<file path="src/rtl/keypad_pkg.sv">
// keypad_pkg: types and constants shared by the keypad scanner files.
//   state_t        - scanner FSM states
//   KEY_MAP        - 16-entry key code table, indexed by {row, col}
//   KEY_STAR/HASH  - codes of the '*' and '#' keys
//   lowest_low_row - index of the lowest-numbered active-low row
//   col_drive      - active-low one-cold column pattern for a column index
package keypad_pkg;

    typedef enum logic [1:0] {
        SCAN      = 2'd0,
        DEB_PRESS = 2'd1,
        PRESSED   = 2'd2,
        DEB_REL   = 2'd3
    } state_t;

    localparam logic [3:0] KEY_STAR = 4'hE;
    localparam logic [3:0] KEY_HASH = 4'hF;

    // Packed entry 15 is the leftmost one: row3/col3 first, row0/col0 last.
    localparam logic [15:0][3:0] KEY_MAP = {
        4'hD, KEY_HASH, 4'h0, KEY_STAR,   // row 3: col3..col0
        4'hC, 4'h9,     4'h8, 4'h7,       // row 2
        4'hB, 4'h6,     4'h5, 4'h4,       // row 1
        4'hA, 4'h3,     4'h2, 4'h1        // row 0
    };

    function automatic logic [1:0] lowest_low_row(input logic [3:0] rows);
        logic [1:0] idx;
        if (!rows[0]) begin
            idx = 2'd0;
        end else if (!rows[1]) begin
            idx = 2'd1;
        end else if (!rows[2]) begin
            idx = 2'd2;
        end else begin
            idx = 2'd3;
        end
        return idx;
    endfunction

    function automatic logic [3:0] col_drive(input logic [1:0] col);
        return ~(4'b0001 << col);
    endfunction

endpackage

</file>
<file path="src/rtl/keypad_tick.sv">
// keypad_tick: free-running column slot counter (0..SCAN_TICKS-1, wrapping)
// and the sample strobe, high for the one cycle the count sits at its last value.
//   clk    - clock
//   rst_n  - asynchronous active-low reset
//   sample - 1-cycle sample strobe
module keypad_tick #(
    parameter int unsigned SCAN_TICKS = 50000
) (
    input  logic clk,
    input  logic rst_n,
    output logic sample
);

    localparam int unsigned CW = (SCAN_TICKS > 1) ? $clog2(SCAN_TICKS) : 1;
    localparam logic [CW-1:0] LAST = CW'(SCAN_TICKS - 1);

    logic [CW-1:0] count_r;

    // Slot counter; wraps at the sample point so every state change starts a fresh slot.
    always_ff @(posedge clk or negedge rst_n) begin
        if (!rst_n) begin
            count_r <= {CW{1'b0}};
        end else if (count_r == LAST) begin
            count_r <= {CW{1'b0}};
        end else begin
            count_r <= count_r + CW'(1);
        end
    end

    assign sample = (count_r == LAST);

endmodule

</file>
<file path="src/rtl/keypad_scanner.sv">
// keypad_scanner: 4x4 matrix keypad scanner with press and release debounce.
//   clk       - clock, all state on the rising edge
//   rst_n     - asynchronous active-low reset
//   row_in    - keypad rows, active-low, asynchronous
//   col_out   - column drive, active-low, exactly one bit low
//   key_code  - code of the last accepted key (held)
//   key_valid - 1-cycle pulse when a new key is accepted
//   key_held  - high while the accepted key stays pressed
module keypad_scanner
    import keypad_pkg::*;
#(
    parameter int unsigned SCAN_TICKS   = 50000,
    parameter int unsigned DEBOUNCE_CNT = 16
) (
    input  logic       clk,
    input  logic       rst_n,
    input  logic [3:0] row_in,
    output logic [3:0] col_out,
    output logic [3:0] key_code,
    output logic       key_valid,
    output logic       key_held
);

    localparam int unsigned DW = $clog2(DEBOUNCE_CNT + 1);
    localparam logic [DW-1:0] DONE = DW'(DEBOUNCE_CNT);
    localparam logic ONE_SHOT = (DEBOUNCE_CNT <= 1) ? 1'b1 : 1'b0;

    state_t        state_r, state_nxt;
    logic [3:0]    row_meta_r, row_sync_r;
    logic [1:0]    col_r, col_nxt;
    logic [1:0]    row_r, row_nxt;
    logic [DW-1:0] match_r, match_nxt;
    logic [3:0]    col_out_r, key_code_r, code_nxt;
    logic          key_valid_r, valid_nxt;
    logic          key_held_r, held_nxt;
    // After a release the keypad must read idle on every column for a full
    // rotation before a new press is accepted; a second key still held from
    // a chord therefore never gets accepted.
    logic          armed_r, armed_nxt;
    logic [1:0]    clean_r, clean_nxt;

    logic          sample_s;
    logic          all_high_s;
    logic [1:0]    low_row_s;
    logic [DW-1:0] match_inc_s;

    keypad_tick #(.SCAN_TICKS(SCAN_TICKS)) u_tick (
        .clk    (clk),
        .rst_n  (rst_n),
        .sample (sample_s)
    );

    assign all_high_s  = (row_sync_r == 4'hF);
    assign low_row_s   = lowest_low_row(row_sync_r);
    assign match_inc_s = match_r + DW'(1);

    // Two-flop synchronizer for the asynchronous row inputs.
    always_ff @(posedge clk or negedge rst_n) begin
        if (!rst_n) begin
            row_meta_r <= 4'hF;
            row_sync_r <= 4'hF;
        end else begin
            row_meta_r <= row_in;
            row_sync_r <= row_meta_r;
        end
    end

    // Next-state and output decode; every change happens on a sample strobe.
    always_comb begin
        state_nxt = state_r;
        col_nxt   = col_r;
        row_nxt   = row_r;
        match_nxt = match_r;
        code_nxt  = key_code_r;
        valid_nxt = 1'b0;
        held_nxt  = key_held_r;
        armed_nxt = armed_r;
        clean_nxt = clean_r;
        case (state_r)
            SCAN: begin
                if (!sample_s) begin
                    state_nxt = SCAN;
                end else if (!armed_r) begin
                    col_nxt = col_r + 2'd1;
                    if (all_high_s) begin
                        clean_nxt = clean_r + 2'd1;
                        armed_nxt = (clean_r == 2'd3) ? 1'b1 : 1'b0;
                    end else begin
                        clean_nxt = 2'd0;
                    end
                end else if (!all_high_s) begin
                    row_nxt   = low_row_s;
                    match_nxt = DW'(1);
                    if (ONE_SHOT) begin
                        code_nxt  = KEY_MAP[{low_row_s, col_r}];
                        valid_nxt = 1'b1;
                        held_nxt  = 1'b1;
                        state_nxt = PRESSED;
                    end else begin
                        state_nxt = DEB_PRESS;
                    end
                end else begin
                    col_nxt = col_r + 2'd1;
                end
            end
            DEB_PRESS: begin
                if (!sample_s) begin
                    state_nxt = DEB_PRESS;
                end else if (!all_high_s && (low_row_s == row_r)) begin
                    match_nxt = match_inc_s;
                    if (match_inc_s == DONE) begin
                        code_nxt  = KEY_MAP[{row_r, col_r}];
                        valid_nxt = 1'b1;
                        held_nxt  = 1'b1;
                        state_nxt = PRESSED;
                    end else begin
                        state_nxt = DEB_PRESS;
                    end
                end else begin
                    match_nxt = {DW{1'b0}};
                    col_nxt   = col_r + 2'd1;
                    state_nxt = SCAN;
                end
            end
            PRESSED: begin
                if (sample_s && all_high_s) begin
                    match_nxt = DW'(1);
                    if (ONE_SHOT) begin
                        held_nxt  = 1'b0;
                        col_nxt   = col_r + 2'd1;
                        armed_nxt = 1'b0;
                        clean_nxt = 2'd0;
                        state_nxt = SCAN;
                    end else begin
                        state_nxt = DEB_REL;
                    end
                end else begin
                    state_nxt = PRESSED;
                end
            end
            DEB_REL: begin
                if (!sample_s) begin
                    state_nxt = DEB_REL;
                end else if (all_high_s) begin
                    match_nxt = match_inc_s;
                    if (match_inc_s == DONE) begin
                        match_nxt = {DW{1'b0}};
                        held_nxt  = 1'b0;
                        col_nxt   = col_r + 2'd1;
                        armed_nxt = 1'b0;
                        clean_nxt = 2'd0;
                        state_nxt = SCAN;
                    end else begin
                        state_nxt = DEB_REL;
                    end
                end else begin
                    // Release bounce: the key is still down, no new key_valid.
                    match_nxt = {DW{1'b0}};
                    state_nxt = PRESSED;
                end
            end
            default: begin
                state_nxt = SCAN;
                match_nxt = {DW{1'b0}};
                held_nxt  = 1'b0;
            end
        endcase
    end

    // State and registered outputs.
    always_ff @(posedge clk or negedge rst_n) begin
        if (!rst_n) begin
            state_r     <= SCAN;
            col_r       <= 2'd0;
            row_r       <= 2'd0;
            match_r     <= {DW{1'b0}};
            col_out_r   <= 4'b1110;
            key_code_r  <= 4'h0;
            key_valid_r <= 1'b0;
            key_held_r  <= 1'b0;
            armed_r     <= 1'b1;
            clean_r     <= 2'd0;
        end else begin
            state_r     <= state_nxt;
            col_r       <= col_nxt;
            row_r       <= row_nxt;
            match_r     <= match_nxt;
            col_out_r   <= col_drive(col_nxt);
            key_code_r  <= code_nxt;
            key_valid_r <= valid_nxt;
            key_held_r  <= held_nxt;
            armed_r     <= armed_nxt;
            clean_r     <= clean_nxt;
        end
    end

    assign col_out   = col_out_r;
    assign key_code  = key_code_r;
    assign key_valid = key_valid_r;
    assign key_held  = key_held_r;

endmodule

</file>
<file path="config.mk">
export PLATFORM = sky130hd
export DESIGN_NAME = keypad_scanner
export DESIGN_NICKNAME = d
export VERILOG_FILES = /design/src/rtl/keypad_pkg.sv /design/src/rtl/keypad_tick.sv /design/src/rtl/keypad_scanner.sv
export SDC_FILE = /design/constraint.sdc
export NUM_CORES = 1
export LEC_CHECK = 0
export ABC_AREA = 0
export CAP_MARGIN = 20
export CELL_PAD_IN_SITES_DETAIL_PLACEMENT = 1
export CELL_PAD_IN_SITES_GLOBAL_PLACEMENT = 1
export CORE_UTILIZATION = 49
export CTS_BUF_LIST = sky130_fd_sc_hd__clkbuf_4 sky130_fd_sc_hd__clkbuf_8
export CTS_CLUSTER_SIZE = 28
export DETAILED_ROUTE_END_ITERATION = 16
export GPL_TIMING_DRIVEN = 0
export PLACE_DENSITY = 0.89
export RECOVER_POWER = 25
export SETUP_SLACK_MARGIN = 0.2
export SLEW_MARGIN = 0
export SYNTH_ARGS = -nofsm -noshare
export SYNTH_HDL_FRONTEND = slang
export SYNTH_SLANG_ARGS = --single-unit
</file>
<file path="constraint.sdc">
create_clock -name clk -period 2.44 [get_ports clk]
set_input_delay 0.488 -clock clk [delete_from_list [all_inputs] [get_ports clk]]
set_output_delay 0.488 -clock clk [all_outputs]
set_load 0.01 [all_outputs]
</file>
==> metrics.md, run 1 <==
| Metric | Value |
|---|---|
| RSZ-0062 raised after global routing | false |
| Rel. slew slack | 10.62% |
| Slowest CP cell | dfrtp_2 |
| Average wire per standard cell | 19.36 um |
| Rows | 25 |
| Setup TNS after final layout | 0 ns |
| Crit Path Class | register to register |
| Critical path peak fanout | 9 |
| Fmax | 0.4657 GHz |
| Placer Congestion | 0.8031 |
| Post-synth EDFFs | 0 |
| Routed vias | 1934 |
| Seq/Total Area, Yosys | 49.69% |
| Post-DP HPWL | 4066 um |
| Area of the multi-input gates | 1166 um2 |
| Worst Setup End Kind | register |
| Worst slew pin tran | 1.341 ns |
| VDD IR max | 0.0003106 V |
| Async set-or-reset flop fraction in the synthesized netlist | 100.0% |
| Period Utilization, post-route | 88.00% |
| Leakage | 1.260 nW |
| Mapped Nets | 242 |
| # fillers | 518 |
| DRT Wirelength | 6293 um |
| DR vias/cell | 5.951 |
| Clk pin slew, worst setup/hold paths | 0.09 ns |
| Pwr Density | 500.3 nW/um2 |
| Syn Area/Cell | 10.73 um2 |
| CTS tree | yes |
| Largest net degree at the start of global routing | 27 |
| Worst Path Arrival | 2.33 ns |
| Initial Util | 51.47% |
| First-pass GRT wire length | 9839 um |
| Hold Fails Final Rpt | 0 |
| Vias in the first global route | 2001 |
| Synth cell types | 52 |
| Design Power | 1.440 mW |
| Clock sink total | 48 |
| Routed Antenna Nets | 0 |
| Total core area | 4755 um2 |
| Crit start category | register |
| Top delay family on crit path | simple AND/OR/NAND/NOR gates |
| Max Slew Vio Count | 0 |
| CTS H-tree lvls | 2 |
| All-Layer GR Usage | 24.88% |
| Fin crit period | 2.147 ns |
| Number of buffers created by CTS | 5 |
| Synth Flop Type | dfrtp_1 |
| Most frequent cells in the layout | 35 x dfrtp_1, 16 x nand2_1, 14 x clkdlybuf4s50_1 |
| Ys Warns | 0 |
| Die area | 5281 um2 |
| Initial drt markers | 131 |
| Nets@finish | 271 |
| Buf/Inv on CP | 1 |
| First-pass DRT Iterations | 4 |
| Synth Instances | 228 |
| CTS Buffer Depth | 2 |
| Critical path, cell by cell | ha_2 > nand3_1 > and4b_1 > buf_4 > nand4_4 > nor2_4 > mux2_1 |
| Yosys reg bits | 48 |
| Die width | 72.67 um |
| Clk Latency, worst-skew pair | 0.31 ns |
| Setup Skew | 0.008881 ns |
| Root Driver | clkbuf_8 |
| Layout cell share with drive strength beyond 1 | 17.05% |
| Ant diodes | 0 |
| Number of remaining DRC errors | 0 |
| Die Y-Extent | 72.67 um |
| Mapped Area | 2447 um2 |
| Hold Crit Class | register to register |
| CP max stage delay | 0.42 ns |
| Max_cap viols | 0 |
| GRT Residual Overflow | 0 |
| Status | complete, no violations |
| Port Buffer Count | 15 |
| Io pins | 16 |
| Most common cell after layout, fill and taps aside | dfrtp_1 |
| Endpoints failing setup | 0 |
| Initial antenna violation count | 0 |
| Area Overhead vs Synth | 17.64% |
| CP required | 2.62 ns |
| Sequential Area | 1217 um2 |
## cells in the mapped netlist (5+ instances only)
master,number,area (um2)
nand3_1,9,45.04
and4_1,5,43.79
o21ai_1,12,60.06
dfstp_2,12,315.3
nand2_1,16,60.06
ha_1,8,100.1
nor2_1,12,45.04
mux2i_1,6,60.06
xnor2_1,6,52.55
dfrtp_1,36,900.9
inv_1,13,48.80
nand4_1,5,31.28
xor2_1,9,78.83
a31oi_1,6,37.54
o31ai_1,5,37.54
a21oi_1,5,25.02
## where the power goes
group / internal [mW] / switching, mW / total, mW
clock network: 0.316 / 0.272 / 0.587
registers: 0.807 / 0.00585 / 0.813
logic: 0.0135 / 0.0261 / 0.0396
total: 1.14 / 0.304 / 1.44
## logic make-up (layout without fill, tap and decap cells)
kind of cell    after synthesis  after routing  share of synthesized area [%]
simple gates                 79             79                          19.48
flops                        48             48                          49.69
compound gates               44             44                          11.66
buf+inv                      21             51                          3.476
xor+xnor                     15             15                          5.368
mux                          13             13                          6.237
fa+ha+maj                     8              8                          4.090
## layer usage
metal	vias up	GRT usage, %	routed length (um)
met5	-	0	0
met4	0	8.715	140
met3	14	4.558	200
met2	42	43.41	3347
met1	1002	31.01	2604
li1	876	-	-
## state kept, by name, summed over array words and instances, names as in the netlist, 4 cells and up
name,cells
u_tick.count_r,16
match_r,5
col_out,4
key_code,4
row_meta_r,4
row_sync_r,4
## area by class of cell
| class | instances | area share [%] |
|---|---|---|
| flip-flops and latches | 48 | 42.29 |
| multi-input cells | 159 | 40.50 |
| repair buffers | 22 | 7.258 |
| well taps | 67 | 2.912 |
| clock buffers | 6 | 2.651 |
| inverters | 13 | 1.695 |
| plain buffers | 8 | 1.478 |
| clock inverters | 2 | 1.217 |
## metrics by stage
step	std cells	hold slack, ns	setup WS (ns)	cell area, um2	util, %
floorplan	228	0.1924	0.5152	2447	-
global placement	310	0.3460	-0.4688	2681	56.39
detailed placement	311	0.3475	0.08303	2696	56.71
CTS	322	0.1811	0.1970	2844	59.82
global route	325	0.3653	0.2057	2879	60.55
finish	325	0.3592	0.2928	2879	60.55
## final timing paths
path,startpoint,end,slack (ns),cells past startpoint
setup / recovery,u_tick.count_r[0]$_DFF_PN0_,key_code[3]$_DFFE_PN0P_,0.29,7
hold / removal,row_meta_r[1]$_DFF_PN1_,row_sync_r[1]$_DFF_PN1_,0.36,0
setup reg to reg,u_tick.count_r[0]$_DFF_PN0_,key_code[3]$_DFFE_PN0P_,0.29,7
hold reg to reg,row_meta_r[1]$_DFF_PN1_,row_sync_r[1]$_DFF_PN1_,0.36,0
max in group asynchronous,rst_n,row_sync_r[2]$_DFF_PN1_,1.13,2
min in group asynchronous,rst_n,state_r[0]$_DFFE_PN0P_,0.46,1
## repair_timing
item	in CTS	in global routing
resized for setup	3	7
hold buffers	0	0
buffers inserted	3	3
endpoints found under the setup margin	11	13
pin swaps	1	1
Note: power is estimated with default switching activity, not from simulation.
==> run 2, diff against run 1 <==
--- a/config.mk
+++ b/config.mk
@@ -7,9 +7,7 @@
 export LEC_CHECK = 0
 export ABC_AREA = 0
 export CAP_MARGIN = 20
-export CELL_PAD_IN_SITES_DETAIL_PLACEMENT = 1
-export CELL_PAD_IN_SITES_GLOBAL_PLACEMENT = 1
-export CORE_UTILIZATION = 49
+export CORE_UTILIZATION = 61
 export CTS_BUF_LIST = sky130_fd_sc_hd__clkbuf_4 sky130_fd_sc_hd__clkbuf_8
 export CTS_CLUSTER_SIZE = 28
 export DETAILED_ROUTE_END_ITERATION = 16
==> run 2 against run 1 <==
Effect of this change: clock-buffer cell count up 1; setup slack about the same; core utilization up 15 points; critical path type unchanged; hold slack worse by 0.085 ns; via count down 5.5%; highest routed layer unchanged; non-clock buffer count down 3; flip-flop and latch count unchanged.
==> metrics.md, run 2 (same netlist as run 1, synthesis figures left out) <==
| Metric | Value |
|---|---|
| Status | complete, no violations |
| Top delay family on crit path | simple AND/OR/NAND/NOR gates |
| Crit start category | register |
| First-pass DRT Iterations | 4 (unchanged) |
| CTS tree | yes |
| Number of buffers created by CTS | 5 (unchanged) |
| Routed Antenna Nets | 0 (unchanged) |
| Post-DP HPWL | 3336 um (-18%) |
| Pwr Density | 521.2 nW/um2 (+4.2%) |
| CP required | 2.66 ns (+0.04 ns) |
| Worst Path Arrival | 2.37 ns (+0.04 ns) |
| Max Slew Vio Count | 0 (unchanged) |
| Number of remaining DRC errors | 0 (unchanged) |
| Setup Skew | 0.006378 ns (-0.002503 ns) |
| Area Overhead vs Synth | 15.23% |
| Nets@finish | 268 (-1.1%) |
| Total core area | 3744 um2 (-21%) |
| Top Registers | u_tick.count_r x16, match_r x5 |
| Placer Congestion | 0.8058 (+0.34%) |
| Buf/Inv on CP | 1 (unchanged) |
| Die width | 65.34 um (-10%) |
| FF-to-FF setup slack | 0.29 ns (about the same) |
| Register bank with the most flops | u_tick.count_r |
| Max FFs per register | 16 (unchanged) |
| Average wire per standard cell | 15.65 um (-19%) |
| Hold Fails Final Rpt | 0 (unchanged) |
| Pre-CTS setup slack | 0.1593 ns (+0.07623 ns) |
| Finished Layout Cells | 303 (-6.8%) |
| Fmax | 0.4657 GHz (about the same) |
| CP max stage delay | 0.43 ns (about the same) |
| Design Area, Final | 2820 um2 (-2.0%) |
| Routed vias | 1827 (-5.5%) |
| VDD IR max | 0.0004603 V (+48%) |
| Rel. slew slack | 40.51% (+30 points) |
| Leakage | 1.241 nW (-1.5%) |
| Worst Setup End Kind | register |
| Most common cell after layout, fill and taps aside | dfrtp_1 |
| Placed cells | 292 (-6.1%) |
| Initial antenna violation count | 0 (unchanged) |
| Period Utilization, post-route | 88.00% (about the same) |
| Fin crit period | 2.147 ns (+0.00001300 ns) |
| Design Power | 1.470 mW (+2.1%) |
| DR vias/cell | 6.030 (+1.3%) |
| Max_cap viols | 0 (unchanged) |
| All-Layer GR Usage | 25.24% (+0.36 points) |
| Ant diodes | 0 (unchanged) |
| Clock sink total | 48 (unchanged) |
| Hold Crit Class | input pin to async pin |
| Clk Latency, worst-skew pair | 0.31 ns (about the same) |
| Most frequent cells in the layout | 35 x dfrtp_1, 16 x nand2_1, 14 x clkdlybuf4s50_1 |
| Critical path peak fanout | 6 (-3) |
| Io pins | 16 (unchanged) |
| Vias in the first global route | 1821 (-9.0%) |
| Die area | 4269 um2 (-19%) |
| Port Buffer Count | 15 (unchanged) |
| Largest net degree at the start of global routing | 33 (+22%) |
| CTS Buffer Depth | 2 (unchanged) |
| Rows | 22 (-12%) |
| Endpoints failing setup | 0 (unchanged) |
| Cts hold-fix bufs | 0 (unchanged) |
| Placed cell areas | 2673 um2 (-0.88%) |
| Setup ws final | 0.2928 ns (-0.00001300 ns) |
| Initial Util | 65.37% (+14 points) |
| RSZ-0062 raised after global routing | false |
| Crit Path Class | register to register |
| Worst slew pin tran | 0.8923 ns (-0.4484 ns) |
| DRT Wirelength | 4742 um (-25%) |
| Clk pin slew, worst setup/hold paths | 0.09 ns (about the same) |
| Die Y-Extent | 65.34 um (-10%) |
| CTS H-tree lvls | 2 (unchanged) |
| Layout cell share with drive strength beyond 1 | 15.29% (-1.8 points) |
| Root Driver | clkbuf_8 |
| GRT Residual Overflow | 0 (unchanged) |
| Slowest CP cell | dfrtp_2 |
| First-pass GRT wire length | 8093 um (-18%) |
| Initial drt markers | 146 (+11%) |
| Critical path, cell by cell | ha_1 > nand3_1 > nand4b_1 > buf_4 > or3_1 > a31oi_1 |
run 2: path summary, 6_finish.rpt:
kind,startpoint,to,cells after the start
setup / recovery,u_tick.count_r[0]$_DFF_PN0_,col_out[2]$_DFF_PN1_,6
hold / removal,rst_n,state_r[0]$_DFFE_PN0P_,1
setup reg to reg,u_tick.count_r[0]$_DFF_PN0_,col_out[2]$_DFF_PN1_,6
hold reg to reg,row_meta_r[0]$_DFF_PN1_,row_sync_r[0]$_DFF_PN1_,0
max in group asynchronous,rst_n,u_tick.count_r[0]$_DFF_PN0_,2
min in group clk,row_meta_r[0]$_DFF_PN1_,row_sync_r[0]$_DFF_PN1_,0
run 2: area by class of cell:
cell class,count,area (um2)
sequential,48,1217
multi-input combinational,159,1155
fill,249,923.4
timing repair buffer,19,171.4
clock buffer,7,96.34
tap,48,60.06
inverter,13,48.80
buffer,8,41.29
clock inverter,1,30.03
run 2: power by group:
group	total, mW	switching (mW)	leakage, nW	internal (mW)
clock	0.623	0.261	0.0645	0.361
combinational	0.0338	0.0230	0.562	0.0107
sequential	0.813	0.00578	0.614	0.807
total	1.47	0.290	1.24	1.18
run 2: metal layers:
layer	part of all wire [%]	global-route usage, %
met5	0	0
met4	2.4	13.86
met3	4.7	5.208
met2	49	40.59
met1	44	31.79
run 2: repair_timing:
item | 4_1_cts | 5_1_grt
resized for setup | 1 | 6
gates cloned | 0 | 0
buffers inserted | 3 | 0
pin swaps | 0 | 1
endpoints found under the setup margin | 8 | 7
run 2: through the flow:
step / utilization (%) / hold WS (ns) / setup TNS, ns
after floorplan: - / 0.1924 / 0
after global placement: 70.99 / 0.3459 / -14.01
after detailed placement: 71.39 / 0.3487 / 0
after CTS: 75.40 / 0.1130 / 0
after global routing: 75.33 / 0.3566 / 0
final: 75.33 / 0.2739 / 0
==> run 3, diff against run 2 <==
--- a/config.mk
+++ b/config.mk
@@ -7,6 +7,7 @@
 export LEC_CHECK = 0
 export ABC_AREA = 0
 export CAP_MARGIN = 20
+export CORE_ASPECT_RATIO = 0.5
 export CORE_UTILIZATION = 61
 export CTS_BUF_LIST = sky130_fd_sc_hd__clkbuf_4 sky130_fd_sc_hd__clkbuf_8
 export CTS_CLUSTER_SIZE = 28
==> run 3 against run 2 <==
Effect of this change: global-route usage is 0.78 points lower; sequential share of layout area is 0.27 points higher; register-to-register slack better by 0.02 ns; non-clock buffer count is 1 lower; maximum frequency is 1.2% higher; clock skew is 0.0025 ns lower; critical path depth stayed put; critical path type unchanged; critical endpoint is now col_out[1]$_DFF_PN1_.
==> metrics.md, run 3 (same netlist as run 1, synthesis figures left out) <==
| Metric | Value |
|---|---|
| Pwr Density | 475.1 nW/um2 (-8.8%) |
| WHS Endpoint | row_sync_r[2]$_DFF_PN1_ |
| Combinational share of power | 3.0% (+0.7 points) |
| FF-to-FF setup slack | 0.32 ns (+0.02 ns) |
| Endpoints failing setup | 0 (unchanged) |
| Average wire per standard cell | 15.45 um (-1.3%) |
| Max Slew Vio Count | 0 (unchanged) |
| Routed vias | 1846 (+1.0%) |
| Worst Setup End Kind | register |
| DR vias/cell | 6.052 (+0.38%) |
| M1 GR Usage | 30.31% (-1.5 points) |
| All-Layer GR Usage | 24.46% (-0.78 points) |
| P_sw | 0.2832 mW (-2.4%) |
| Max FFs per register | 16 (unchanged) |
| Fmax | 0.4711 GHz (+1.2%) |
| Io pins | 16 (unchanged) |
| Initial Util | 67.56% (+2.2 points) |
| R2r worst-path depth | 6 (unchanged) |
| Grt met2 use | 43.31% (+2.7 points) |
| Die width | 91.58 um (+40%) |
| Rows | 15 (-32%) |
| Max_cap viols | 0 (unchanged) |
| Hold Crit Start | row_meta_r[2]$_DFF_PN1_ |
| RSZ-0062 raised after global routing | true |
| Worst Path Arrival | 2.35 ns (-0.02 ns) |
| Worst slew pin tran | 1.361 ns (+0.4688 ns) |
| Routing usage on met3 | 6.149% (+0.94 points) |
| Cts hold-fix bufs | 0 (unchanged) |
| Post-DP HPWL | 3274 um (-1.9%) |
| Critical path peak fanout | 7 (+1) |
| Clk pin slew, worst setup/hold paths | 0.08 ns (about the same) |
| Root Driver | clkbuf_8 |
| Clk pwr share | 36.0% (-6.4 points) |
| WHS | 0.3568 ns (+0.08297 ns) |
| Leakage | 1.225 nW (-1.3%) |
| Initial drt markers | 130 (-11%) |
| Hold Crit Class | register to register |
| Setup Skew | 0.003828 ns (-0.002550 ns) |
| Ant diodes | 0 (unchanged) |
| Slowest CP cell | or4_1 |
| Area Overhead vs Synth | 14.52% |
| Clock sink total | 48 (unchanged) |
| Number of buffers created by CTS | 5 (unchanged) |
| First-pass DRT Iterations | 7 (+3) |
| Die Y-Extent | 46.79 um (-28%) |
| Initial antenna violation count | 0 (unchanged) |
| Port Buffer Count | 15 (unchanged) |
| Reg2Reg Launch Point | match_r[0]$_DFFE_PN0P_ |
| Status | complete, no violations |
| Crit Path Class | register to register |
| Top delay family on crit path | simple AND/OR/NAND/NOR gates |
| CP max stage delay | 0.55 ns (+0.12 ns) |
| CP required | 2.67 ns (about the same) |
| Hold Fails Final Rpt | 0 (unchanged) |
| GRT Residual Overflow | 0 (unchanged) |
| Crit start category | register |
| Most frequent cells in the layout | 35 x dfrtp_1, 16 x nand2_1, 14 x clkdlybuf4s50_1 |
| CTS Buffer Depth | 2 (unchanged) |
| Finished Layout Cells | 305 (+0.66%) |
| Period Utilization, post-route | 86.99% (-1.0 points) |
| VDD IR max | 0.0003306 V (-28%) |
| DRT Wirelength | 4713 um (-0.61%) |
| CTS H-tree lvls | 2 (unchanged) |
| Placed cell areas | 2684 um2 (+0.42%) |
| Rel. slew slack | 9.259% (-31 points) |
| First-pass GRT wire length | 7859 um (-2.9%) |
| Clk Latency, worst-skew pair | 0.30 ns (about the same) |
| Nets@finish | 267 (-0.37%) |
| Setup ws final | 0.3174 ns (+0.02463 ns) |
| Fin crit period | 2.123 ns (-0.02462 ns) |
| Design Area, Final | 2803 um2 (-0.62%) |
| Register bank with the most flops | u_tick.count_r |
| Total core area | 3622 um2 (-3.2%) |
| Busiest metal layer after global routing | met2 |
| Pre-CTS setup slack | 0.2412 ns (+0.08195 ns) |
| Hold depth | 0 |
| Seq pwr share | 61.0% (+5.7 points) |
| Buf/Inv on CP | 1 (unchanged) |
| Internal power | 1.048 mW (-11%) |
| Die area | 4285 um2 (+0.36%) |
| Number of remaining DRC errors | 0 (unchanged) |
| CTS tree | yes |
| Top Registers | u_tick.count_r x16, match_r x5 |
| Vias in the first global route | 1711 (-6.0%) |
| Placer Congestion | 0.7857 (-2.5%) |
| Critical path, cell by cell | ha_1 > and2_1 > clkbuf_1 > a31oi_1 > or4_1 > o22a_1 |
| Routed Antenna Nets | 0 (unchanged) |
| RR Endpoint | col_out[1]$_DFF_PN1_ |
| Largest net degree at the start of global routing | 26 (-21%) |
| Switching Fraction | 21.27% (+1.5 points) |
| Most common cell after layout, fill and taps aside | dfrtp_1 |
| Layout cell share with drive strength beyond 1 | 14.57% (-0.73 points) |
| Placed cells | 295 (+1.0%) |
run 3: changes by cell type in the layout (fill, tap and decap cells not counted), sizes merged:
cell,delta
buf,+1
clkbuf,-3
clkinv,+2
bufinv,-1
run 3: worst max path at each step:
stage	from	endpoint	cells past startpoint
3_3_place_gp	rst_n	key_code[3]$_DFFE_PN0P_	1
6_report	match_r[0]$_DFFE_PN0P_	col_out[1]$_DFF_PN1_	6
3_5_place_dp	u_tick.count_r[0]$_DFF_PN0_	col_out[1]$_DFF_PN1_	5
5_1_grt	match_r[0]$_DFFE_PN0P_	col_out[1]$_DFF_PN1_	6
2_1_floorplan	u_tick.count_r[0]$_DFF_PN0_	key_code[0]$_DFFE_PN0P_	7
4_1_cts	u_tick.count_r[0]$_DFF_PN0_	col_out[1]$_DFF_PN1_	5
run 3: per-layer routing:
metal	part of all wire [%]	vias to the layer above
met5	0	-
li1	-	874
met3	4.8	6
met1	45	904
met2	49	62
met4	1.1	0
run 3: power by group through the flow:
stage	registers (mW)	clock network (mW)	logic [mW]
detailed placement	0.828	0	0.0405
global route	0.814	0.528	0.0446
CTS	0.813	0.493	0.0408
floorplan	0.826	0	0.00986
finish	0.813	0.479	0.0397
global placement	0.827	0	0.0340
run 3: cell type report:
cell class | instances | area [um2]
clock inverters | 2 | 10.01
flip-flops and latches | 48 | 1217
repair buffers | 18 | 186.4
inverters | 13 | 48.80
clock buffers | 6 | 82.58
multi-input cells | 159 | 1157
well taps | 51 | 63.81
fillers | 208 | 819.5
plain buffers | 8 | 36.28
run 3: timing repair:
item                                    in CTS  in global routing
buffers inserted                             0                  2
resized for setup                            0                  3
endpoints found under the setup margin       0                 11
run 3: worst register-to-register path, cell delays in order (launching register included):
cell and delay, ns:
dfrtp_1 0.42, ha_1 0.20, and2_1 0.13, clkbuf_1 0.31
a31oi_1 0.24, or4_1 0.55, o22a_1 0.21
run 3: metrics by stage:
step / util, % / TNS, ns / power [mW]
4_1_cts: 76.65 / 0 / 1.347
5_1_grt: 77.37 / 0 / 1.387
3_3_place_gp: 73.47 / -10.44 / 0.8612
6_report: 77.37 / 0 / 1.332
3_5_place_dp: 74.09 / 0 / 0.8682
2_1_floorplan: - / 0 / 0.8363
==> variant, RTL diff (settings of run 2) <==
`SCAN_TICKS` is set to 50000 in 2 places; all go to 12500.
--- a/src/rtl/keypad_tick.sv
+++ b/src/rtl/keypad_tick.sv
@@ -4,7 +4,7 @@
 //   rst_n  - asynchronous active-low reset
 //   sample - 1-cycle sample strobe
 module keypad_tick #(
-    parameter int unsigned SCAN_TICKS = 50000
+    parameter int unsigned SCAN_TICKS = 12500
 ) (
     input  logic clk,
     input  logic rst_n,
--- a/src/rtl/keypad_scanner.sv
+++ b/src/rtl/keypad_scanner.sv
@@ -9,7 +9,7 @@
 module keypad_scanner
     import keypad_pkg::*;
 #(
-    parameter int unsigned SCAN_TICKS   = 50000,
+    parameter int unsigned SCAN_TICKS   = 12500,
     parameter int unsigned DEBOUNCE_CNT = 16
 ) (
     input  logic       clk,
Formal check against the unedited RTL: same outputs for any inputs over 10 cycles, from zero or initial values and one cycle with rst_n low; that may be too few to reach the edited logic, so the function may still have changed.
==> variant against run 2 <==
  * Area after synthesis shrank 2.5%
  * Sequential cell count shrank 2
  * Cell area shrank 2.4%
  * Utilization shrank 1.2 points
  * Sequential share of layout area shrank 0.82 points
  * Routed wire length shrank 6.1%
  * Setup slack lost 0.011 ns
  * Synthesized cell count grew 5.7%
  * Clock skew grew 0.00072 ns
  * Maximum frequency shrank 0.52%
  * Power grew 1.3%
  * First-iteration DRC count shrank 9.6%
  * Largest power group unchanged
  * Highest routed layer unchanged
==> variant: results (changes against run 2) <==
setup_path:
  rr_worst_depth: 6  # unchanged
  regToRegSetupSlack_ns: 0.28
  slowest_delay_ns: 0.44
  crit_arrival_ns: 2.41  # was 2.37 ns
  slowest_stage: "dfrtp_1"  # was dfrtp_2
  cp_max_fo: 5  # was 6
  cp-start-kind: "register"  # unchanged
  cp-endpoint: "col_out[1]$_DFF_PN1_"  # was col_out[2]$_DFF_PN1_
  crit_start: "u_tick.count_r[2]$_DFF_PN0_"  # was u_tick.count_r[0]$_DFF_PN0_
global_route:
  grt_use_met3_pct: 4.23  # was 5.21%
  grt_pass1_wl_um: 7850  # was 8090 um
  overflow: 0  # unchanged
  met2_usage_pct: 41.1  # was 40.6%
  grtUsageTotal_pct: 24.8  # was 25.2%
  grt_pass1_vias: 1688  # was 1821
  antenna_found_initial: 0  # unchanged
  grtUsageMet1_pct: 32.9  # was 31.8%
  grt_max_degree: 29  # was 33
yosys:
  ys_seq_area_share_pct: 48.8  # was 49.7%
  async_flop_share_pct: 100  # unchanged
  yosys_warnings: 0  # unchanged
  yosysUniqueCellTypes: 47  # was 52
  synth_edf_count: 0  # unchanged
  synthTopCellsByArea: "dfrtp_1, dfstp_2, nand2_1"  # was dfrtp_1, dfstp_2, ha_1
  synth_fp_nets: 255  # was 242
  ys_top_cells_by_count: "nand2_1, dfrtp_1, o21ai_0"  # was dfrtp_1, nand2_1, inv_1
clock_tree:
  clock_latency_ns: 0.31  # about the same
  cts_buffers: 5  # unchanged
  clkTransAtPathRegs_ns: 0.09  # about the same
  postCtsSetupBuffers: 0  # was 3
  cts_root_buf: "clkbuf_8"  # unchanged
  clock_path_buffers: 2  # unchanged
  h-tree-depth: 2  # unchanged
power:
  ir_drop_v: 0.000358  # was 0.000460 V
  p_leak_nw: 1.15  # was 1.24 nW
routing:
  met3WireLength_um: 140  # was 222 um
  via_per_inst: 5.65  # was 6.03
  met1Wirelength_um: 2090  # about the same
  drt_first_pass_iters: 4  # unchanged
  top_layer: "met4"  # unchanged
  drt-initial-drc-count: 132  # was 146
  wl_per_cell_um: 14.2  # was 15.7 um
  met2_length_um: 2160  # was 2310 um
place:
  dp_hpwl_um: 3220  # was 3340 um
  gp_congestion: 0.916  # was 0.806
  place_ws_ns: 0.327  # was 0.159 ns
  port_buffers: 15  # unchanged
sta:
  period_minus_slack_ns: 2.16  # was 2.15 ns
  finClkSkew_ns: 0.00710  # was 0.00638 ns
  relSlewSlack_pct: 33.0  # was 40.5%
min_path:
  hold_class: "in2async"  # unchanged
finish:
  drive_gt1_share_pct: 13.6  # was 15.3%
  n_antenna_cell: 0  # unchanged
  nets: 278  # was 268
  reg_top3: "u_tick.count_r x14, match_r x5"  # was u_tick.count_r x16, match_r x5
status:
  status: "finished, final reports clean"  # unchanged
==> variant: cell families (layout without fill, tap and decap cells) <==
family | Yosys count | in the layout | synth area share [%]
AOI/OAI and AO/OA | 57 | 57 | 15.0
adders and majority gates | 8 | 8 | 4.19
DFF | 46 | 46 | 48.8
buffers and inverters | 16 | 40 | 2.73
muxes | 5 | 5 | 2.67
and+or+nand+nor | 98 | 98 | 22.5
xor gates and xnor gates | 11 | 11 | 4.04
==> variant: repair_timing <==
action | 4_1_cts | 5_1_grt
hold buffers | 0 | 0
setup endpoints to repair | 0 | 4
resized for setup | 0 | 1
==> variant: final cells by class <==
| class | instances | area, um^2 |
|---|---|---|
| buffer | 9 | 38.8 |
| fill | 258 | 962 |
| multi-input combinational | 179 | 1160 |
| sequential | 46 | 1170 |
| clock buffer | 5 | 68.8 |
| inverter | 7 | 26.3 |
| timing repair buffer | 16 | 164 |
| tap | 48 | 60.1 |
| clock inverter | 3 | 68.8 |
==> variant: report_power, final <==
part            total, W  switching (W)  internal (W)
clock network   0.000680       0.000270      0.000410
registers       0.000779     0.00000507      0.000774
logic          0.0000303      0.0000190     0.0000113
==> variant: stage by stage <==
step                      cells  power, W  util, %  hold WS [ns]  area (um^2)
after floorplan             241  0.000798        -         0.192         2390
after global placement      304  0.000822     69.9         0.345         2600
after detailed placement    305  0.000827     70.3         0.348         2610
after CTS                   313   0.00150     74.0         0.114         2750
after global routing        313   0.00153     74.1         0.363         2750
final                       313   0.00149     74.1         0.320         2750
==> variant: worst max-delay path, delay by kind of cell (launching register included) <==
kind               cells  cell delay [ns]
and+or+nand+nor        3             0.93
AOI/OAI and AO/OA      3             0.74
DFF                    1             0.44
